<file path="src/rtl/fu_wb_arbiter_pkg.sv">
// Shared types and defaults for the FU writeback arbiter.
// Optional perf counters are enabled by defining FU_WB_ARB_PERF_EN.
package fu_wb_arbiter_pkg;

  localparam int unsigned TRANS_ID_BITS = 3;
  localparam int unsigned DATA_WIDTH    = 64;
  localparam int unsigned NR_WB_PORTS   = 2;

  typedef struct packed {
    logic [DATA_WIDTH-1:0]    result;
    logic [TRANS_ID_BITS-1:0] trans_id;
    logic                     ex_valid;
    logic [63:0]              ex_cause;
  } wb_entry_t;

  // Index width that never collapses to zero bits.
  function automatic int unsigned idx_width(int unsigned n);
    return (n > 1) ? $clog2(n) : 1;
  endfunction

endpackage

</file>
<file path="src/rtl/fu_wb_arbiter_rr_port_alloc.sv">
// Combinational rotating-priority allocator: grants the first NrWbPorts
// non-empty FIFOs, scanning from rr, to ports 0, 1, ... in scan order.
module fu_wb_arbiter_rr_port_alloc
  import fu_wb_arbiter_pkg::*;
#(
  parameter int unsigned NrFu      = 4,
  parameter int unsigned NrWbPorts = NR_WB_PORTS,
  localparam int unsigned IdxW     = idx_width(NrFu)
) (
  input  logic [NrFu-1:0]                 nonempty,
  input  logic [IdxW-1:0]                 rr,
  output logic [NrWbPorts-1:0][IdxW-1:0]  gnt_idx,
  output logic [NrWbPorts-1:0]            gnt_valid,
  output logic [NrFu-1:0]                 pop,
  output logic [IdxW-1:0]                 rr_next
);

  localparam int unsigned PortW = idx_width(NrWbPorts);
  localparam int unsigned PCntW = $clog2(NrWbPorts + 1);

  always_comb begin
    logic [IdxW-1:0]  idx;
    logic [PCntW-1:0] port;
    gnt_idx   = '0;
    gnt_valid = '0;
    pop       = '0;
    rr_next   = rr;
    idx       = rr;
    port      = '0;
    for (int unsigned k = 0; k < NrFu; k++) begin
      if (nonempty[idx] && (32'(port) < NrWbPorts)) begin
        pop[idx]                   = 1'b1;
        gnt_valid[port[PortW-1:0]] = 1'b1;
        gnt_idx[port[PortW-1:0]]   = idx;
        rr_next = (32'(idx) == NrFu - 1) ? '0 : idx + 1'b1;
        port    = port + 1'b1;
      end
      idx = (32'(idx) == NrFu - 1) ? '0 : idx + 1'b1;
    end
  end

endmodule

</file>
<file path="src/rtl/fu_wb_arbiter.sv">
// Writeback arbiter: per-FU result FIFOs drained onto NrWbPorts write ports.
// Define FU_WB_ARB_PERF_EN to add wb_conflict_o / wb_conflict_cnt_o.
module fu_wb_arbiter
  import fu_wb_arbiter_pkg::*;
#(
  parameter int unsigned NrFu        = 4,
  parameter int unsigned NrWbPorts   = NR_WB_PORTS,
  parameter int unsigned BufDepth    = 2,
  parameter int unsigned DataWidth   = DATA_WIDTH,
  parameter int unsigned TransIdBits = TRANS_ID_BITS,
  localparam int unsigned IdxW       = idx_width(NrFu)
) (
  input  logic                                  clk_i,
  input  logic                                  rst_ni,
  input  logic                                  flush_i,
  input  logic [NrFu-1:0]                       fu_valid_i,
  output logic [NrFu-1:0]                       fu_ready_o,
  input  logic [NrFu-1:0][DataWidth-1:0]        fu_result_i,
  input  logic [NrFu-1:0][TransIdBits-1:0]      fu_trans_id_i,
  input  logic [NrFu-1:0]                       fu_ex_valid_i,
  input  logic [NrFu-1:0][63:0]                 fu_ex_cause_i,
  output logic [NrWbPorts-1:0]                  wb_valid_o,
  output logic [NrWbPorts-1:0][DataWidth-1:0]   wb_result_o,
  output logic [NrWbPorts-1:0][TransIdBits-1:0] wb_trans_id_o,
  output logic [NrWbPorts-1:0]                  wb_ex_valid_o,
  output logic [NrWbPorts-1:0][63:0]            wb_ex_cause_o,
  output logic [NrWbPorts-1:0][IdxW-1:0]        wb_fu_idx_o
`ifdef FU_WB_ARB_PERF_EN
  ,
  output logic                                  wb_conflict_o,
  output logic [31:0]                           wb_conflict_cnt_o
`endif
);

  localparam int unsigned PtrW = idx_width(BufDepth);
  localparam int unsigned CntW = $clog2(BufDepth + 1);

  typedef struct packed {
    logic [DataWidth-1:0]   result;
    logic [TransIdBits-1:0] trans_id;
    logic                   ex_valid;
    logic [63:0]            ex_cause;
  } entry_t;

  function automatic logic [PtrW-1:0] ptr_inc(logic [PtrW-1:0] p);
    return (32'(p) == BufDepth - 1) ? '0 : p + 1'b1;
  endfunction

  entry_t [NrFu-1:0]              head;
  logic [NrFu-1:0]                nonempty, push, pop;
  logic [IdxW-1:0]                rr_q, rr_d;
  logic [NrWbPorts-1:0][IdxW-1:0] gnt_idx;
  logic [NrWbPorts-1:0]           gnt_valid;

  for (genvar n = 0; n < NrFu; n++) begin : g_fifo
    entry_t          mem_q [BufDepth];
    logic [PtrW-1:0] rd_ptr_q, wr_ptr_q;
    logic [CntW-1:0] cnt_q;
    entry_t          wdata;

    assign wdata = '{result:   fu_result_i[n],   trans_id: fu_trans_id_i[n],
                     ex_valid: fu_ex_valid_i[n], ex_cause: fu_ex_cause_i[n]};
    // Ready comes from occupancy only, so a full FIFO stays not-ready while it pops.
    assign fu_ready_o[n] = (cnt_q != CntW'(BufDepth));
    assign nonempty[n]   = (cnt_q != '0);
    assign push[n]       = fu_valid_i[n] & fu_ready_o[n] & ~flush_i;
    assign head[n]       = mem_q[rd_ptr_q];

    always_ff @(posedge clk_i or negedge rst_ni) begin
      if (!rst_ni) begin
        rd_ptr_q <= '0;
        wr_ptr_q <= '0;
        cnt_q    <= '0;
      end else if (flush_i) begin
        rd_ptr_q <= '0;
        wr_ptr_q <= '0;
        cnt_q    <= '0;
      end else begin
        if (push[n]) wr_ptr_q <= ptr_inc(wr_ptr_q);
        if (pop[n])  rd_ptr_q <= ptr_inc(rd_ptr_q);
        if (push[n] && !pop[n])      cnt_q <= cnt_q + 1'b1;
        else if (!push[n] && pop[n]) cnt_q <= cnt_q - 1'b1;
      end
    end

    // Storage is qualified by cnt_q, so it needs no reset.
    always_ff @(posedge clk_i) begin
      if (push[n]) mem_q[wr_ptr_q] <= wdata;
    end

    a_no_overflow: assert property (@(posedge clk_i) disable iff (!rst_ni)
                                    fu_valid_i[n] |-> fu_ready_o[n]);
  end

  fu_wb_arbiter_rr_port_alloc #(
    .NrFu      (NrFu),
    .NrWbPorts (NrWbPorts)
  ) u_alloc (
    .nonempty  (nonempty),
    .rr        (rr_q),
    .gnt_idx   (gnt_idx),
    .gnt_valid (gnt_valid),
    .pop       (pop),
    .rr_next   (rr_d)
  );

  always_ff @(posedge clk_i or negedge rst_ni) begin
    if (!rst_ni)      rr_q <= '0;
    else if (flush_i) rr_q <= '0;
    else              rr_q <= rr_d;
  end

  for (genvar p = 0; p < NrWbPorts; p++) begin : g_port
    entry_t sel;
    assign sel              = gnt_valid[p] ? head[gnt_idx[p]] : '0;
    assign wb_valid_o[p]    = gnt_valid[p];
    assign wb_result_o[p]   = sel.result;
    assign wb_trans_id_o[p] = sel.trans_id;
    assign wb_ex_valid_o[p] = sel.ex_valid;
    assign wb_ex_cause_o[p] = sel.ex_cause;
    assign wb_fu_idx_o[p]   = gnt_idx[p];
  end

`ifdef FU_WB_ARB_PERF_EN
  logic [31:0] conflict_cnt_q;

  assign wb_conflict_o     = ($countones(nonempty) > NrWbPorts);
  assign wb_conflict_cnt_o = conflict_cnt_q;

  // Cleared by reset only; flush deliberately leaves it alone.
  always_ff @(posedge clk_i or negedge rst_ni) begin
    if (!rst_ni) conflict_cnt_q <= '0;
    else if (wb_conflict_o && (conflict_cnt_q != '1)) conflict_cnt_q <= conflict_cnt_q + 32'd1;
  end
`endif

endmodule

</file>
<file path="config.mk">
export PLATFORM = sky130hd
export DESIGN_NAME = fu_wb_arbiter
export DESIGN_NICKNAME = d
export VERILOG_FILES = /design/src/rtl/fu_wb_arbiter_pkg.sv /design/src/rtl/fu_wb_arbiter_rr_port_alloc.sv /design/src/rtl/fu_wb_arbiter.sv
export SDC_FILE = /design/constraint.sdc
export NUM_CORES = 2
export LEC_CHECK = 0
export CORE_ASPECT_RATIO = 0.7
export CORE_MARGIN = 4
export CORE_UTILIZATION = 45
export CTS_BUF_LIST = sky130_fd_sc_hd__clkbuf_8
export CTS_CLUSTER_DIAMETER = 60
export DETAILED_ROUTE_END_ITERATION = 6
export PLACE_DENSITY = 0.71
export SYNTH_ARGS = -nofsm -noshare
export SYNTH_HDL_FRONTEND = slang
export SYNTH_SLANG_ARGS = --single-unit
</file>
<file path="constraint.sdc">
create_clock -name clk_i -period 16.4 [get_ports clk_i]
set_input_delay 1.64 -clock clk_i [delete_from_list [all_inputs] [get_ports clk_i]]
set_output_delay 1.64 -clock clk_i [all_outputs]
set_load 0.01 [all_outputs]
</file>
==> impl_metrics.toml <==
[clocking]
clk_latency_ns = 0.86
cts_resized = 0
numCtsBuffers = 165
h-tree-depth = 4
cts_buffer_depth = 3
root_buffer = "clkbuf_8"
cts_tree = "yes"
cts.clk_slew.worst_paths_ns = 0.06
postCtsSetupBuffers = 0
ctsHoldBuffers = 0
cts_sinks = 1074

[floorplan]
die_area_um2 = 111000
initial_core_util = 0.4546
fp.coreArea_um2 = 104500
die_w_um = 396.4
io_pins = 809
num_rows = 99
die_y_um = 279.9

[sta]
hold_viol = 0
grt_setup_unrepaired = "false"
finalSetupTns_ns = 0
maxSlewViolCount = 0
post-route-period-util = 0.6273
setup_viol = 0
finClkSkew_ns = 0.04829
fin_ws_ns = 6.111
fin_crit_ns = 10.29
timing.slew.headroom = 0.09629
worstMarginPinSlew_ns = 1.356
fmax_ghz = 0.09720

[synth]
netlist_top_cells_count = "edfxtp_1, mux2_2, mux2i_1"
synth_area_leaders = "edfxtp_1, mux2_2, mux2i_1"
avgSynthCellArea_um2 = 16.17
synth_seq_cells = 1074
yosysMostFrequentCell = "edfxtp_1"
async_reset_ff_frac = 0.01676
yosysTopAreaCell = "edfxtp_1"
synth_top_cell_area_share = 0.6672
synth-compound-area-share = 0.05065
ys.flop_type = "edfxtp_1"
synth.mux.area_fraction = 0.2106
syn_area_um2 = 47530
synth_xor_area_frac = 0.003870
post_synth_num_cell_types = 56
synth.yosys.warnings = 0
synth-simple-area-share = 0.03356
synthCells = 2939
synthAdderAreaFrac = 0.002106
synth_fp_nets = 3482
synth_edf_count = 1056
yosysSeqAreaShare = 0.6767
synth_top_family_by_area = "multiplexers"

[setup_path]
critPathKind = "reg -> out"
rrSetupSlack_ns = 11.52
endpoint_kind = "output port"
crit_start = "rr_q[1]$_DFFE_PN0P_"
r2r-start = "rr_q[1]$_DFFE_PN0P_"
crit_arrival_ns = 8.65
required_ns = 14.76
startpoint_type = "flip-flop"
crit_fanout = 72

[placed_design]
pre_cts_ws_ns = 7.029
hpwl_um = 98500
gp_congestion = 0.9211
numPortBuffers = 808

[finish]
fin_nets = 4287
drive_gt1_frac = 0.2074
area_growth_pct = 26.23
seqCellArea_um2 = 32180
multi_input_area_um2 = 14370
num-fill-cells = 8243

[routing]
routedWlPerCell_um = 29.13
wl_um = 155100
ant_nets = 0
first_pass_iters = 6
drt_iter0_drc = 2837
vias = 31140
viasPerCell = 5.849
drcViolationCount = 0

[run]
maxCapViolCount = 0

[grt]
grt_max_degree = 179
grt_pass1_wl_um = 219400
antenna_found_initial = 54
grtUsageTotal = 0.2703
grt_overflow_total = 0
grt_pass1_vias = 30603

[status]
status = "complete, no violations"

[hold_path]
min_from = "g_fifo[3].cnt_q[0]$_DFFE_PN0P_"
min_path_type = "reg -> reg"
-- worst paths after layout --
kind                                             endpoint  cells past startpoint
max                                     wb_ex_cause_o[30]                     17
min                        g_fifo[3].cnt_q[1]$_DFFE_PN0P_                      1
max reg2reg                g_fifo[2].cnt_q[1]$_DFFE_PN0P_                     12
min reg2reg                g_fifo[3].cnt_q[1]$_DFFE_PN0P_                      1
max in group asynchronous  g_fifo[3].rd_ptr_q$_DFFE_PN0P_                      1
min in group asynchronous  g_fifo[2].cnt_q[1]$_DFFE_PN0P_                      1
-- layout by cell type, fill, tap and decap left out, types with 4 or more instances in the layout --
cell and instances:
ha_1 8, inv_1 65, o221ai_1 132, dfrtp_1 14, inv_8 4, mux2i_1 399
nor2_1 31, nor3_1 10, nand3_1 136, dfrtp_4 4, nor3b_2 4, clkinv_2 15
edfxtp_1 1056, a21oi_1 8, clkdlybuf4s50_1 808, o22ai_1 135, mux2_2 528, a211oi_1 6
inv_12 5, diode_2 38, xnor2_1 6, buf_4 43, nand2b_1 5, nand2_1 147
clkbuf_8 171, clkinv_1 39, or2_2 4, nor3_2 4, xor2_1 15, buf_12 5
o21ai_0 10
-- layer usage --
metal  vias to the layer above  GRT usage  wire [um]
li1                      13424          -          -
met5                         -          0        253
met2                      1547     0.4226      72700
met4                        38    0.08658       3779
met1                     15877     0.3625      62910
met3                       254    0.08433      15450
-- critical path, cell delays in order, from the launching register on --
cell and delay (ns):
dfrtp_1 0.52, inv_1 0.19, ha_1 0.68, clkinv_1 0.39
mux4_2 0.48, inv_1 0.19, ha_1 0.56, a2111o_1 0.22
nor2_1 0.06, a221o_1 0.28, a21oi_1 0.16, o211a_4 0.61
buf_4 0.62, buf_4 0.75, buf_4 0.82, mux2i_1 0.19
o221ai_1 0.27, clkdlybuf4s50_1 0.61
-- through the flow --
step	hold WS [ns]	cells	util	instance area (um^2)
floorplan	0.5189	2939	-	47530
global placement	0.5504	4991	0.5439	56870
detailed placement	0.5591	4991	0.5439	56870
CTS	0.5745	5286	0.5729	59900
global route	0.6005	5308	0.5735	59950
finish	0.5771	5324	0.5739	59990
-- state kept, by name (all words and copies together), names as in the netlist --
signal,flops
g_fifo.rd_ptr_q,4
rr_q,2
g_fifo.cnt_q,8
g_fifo.wr_ptr_q,4
g_fifo.mem_q,1056
-- area by class of cell --
type	count	share of cell area
Timing Repair Buffer	856	0.1419
Clock buffer	171	0.03923
Clock inverter	124	0.01132
Antenna cell	38	0.001585
Tap cell	1414	0.02949
Multi-Input combinational cell	1636	0.2395
Sequential cell	1074	0.5363
Inverter	11	0.0006882
-- kinds of logic after synthesis --
kind of cell / Yosys count
AO/OA/AOI/OAI: 322
XOR/XNOR: 21
adder cells (fa/ha/maj): 8
buffers and inverters: 229
flip-flops: 1074
multiplexers: 930
AND/OR/NAND/NOR: 355
Power is not shown: default switching activity piles up to over one toggle a cycle in this logic, so the estimate is an artifact.
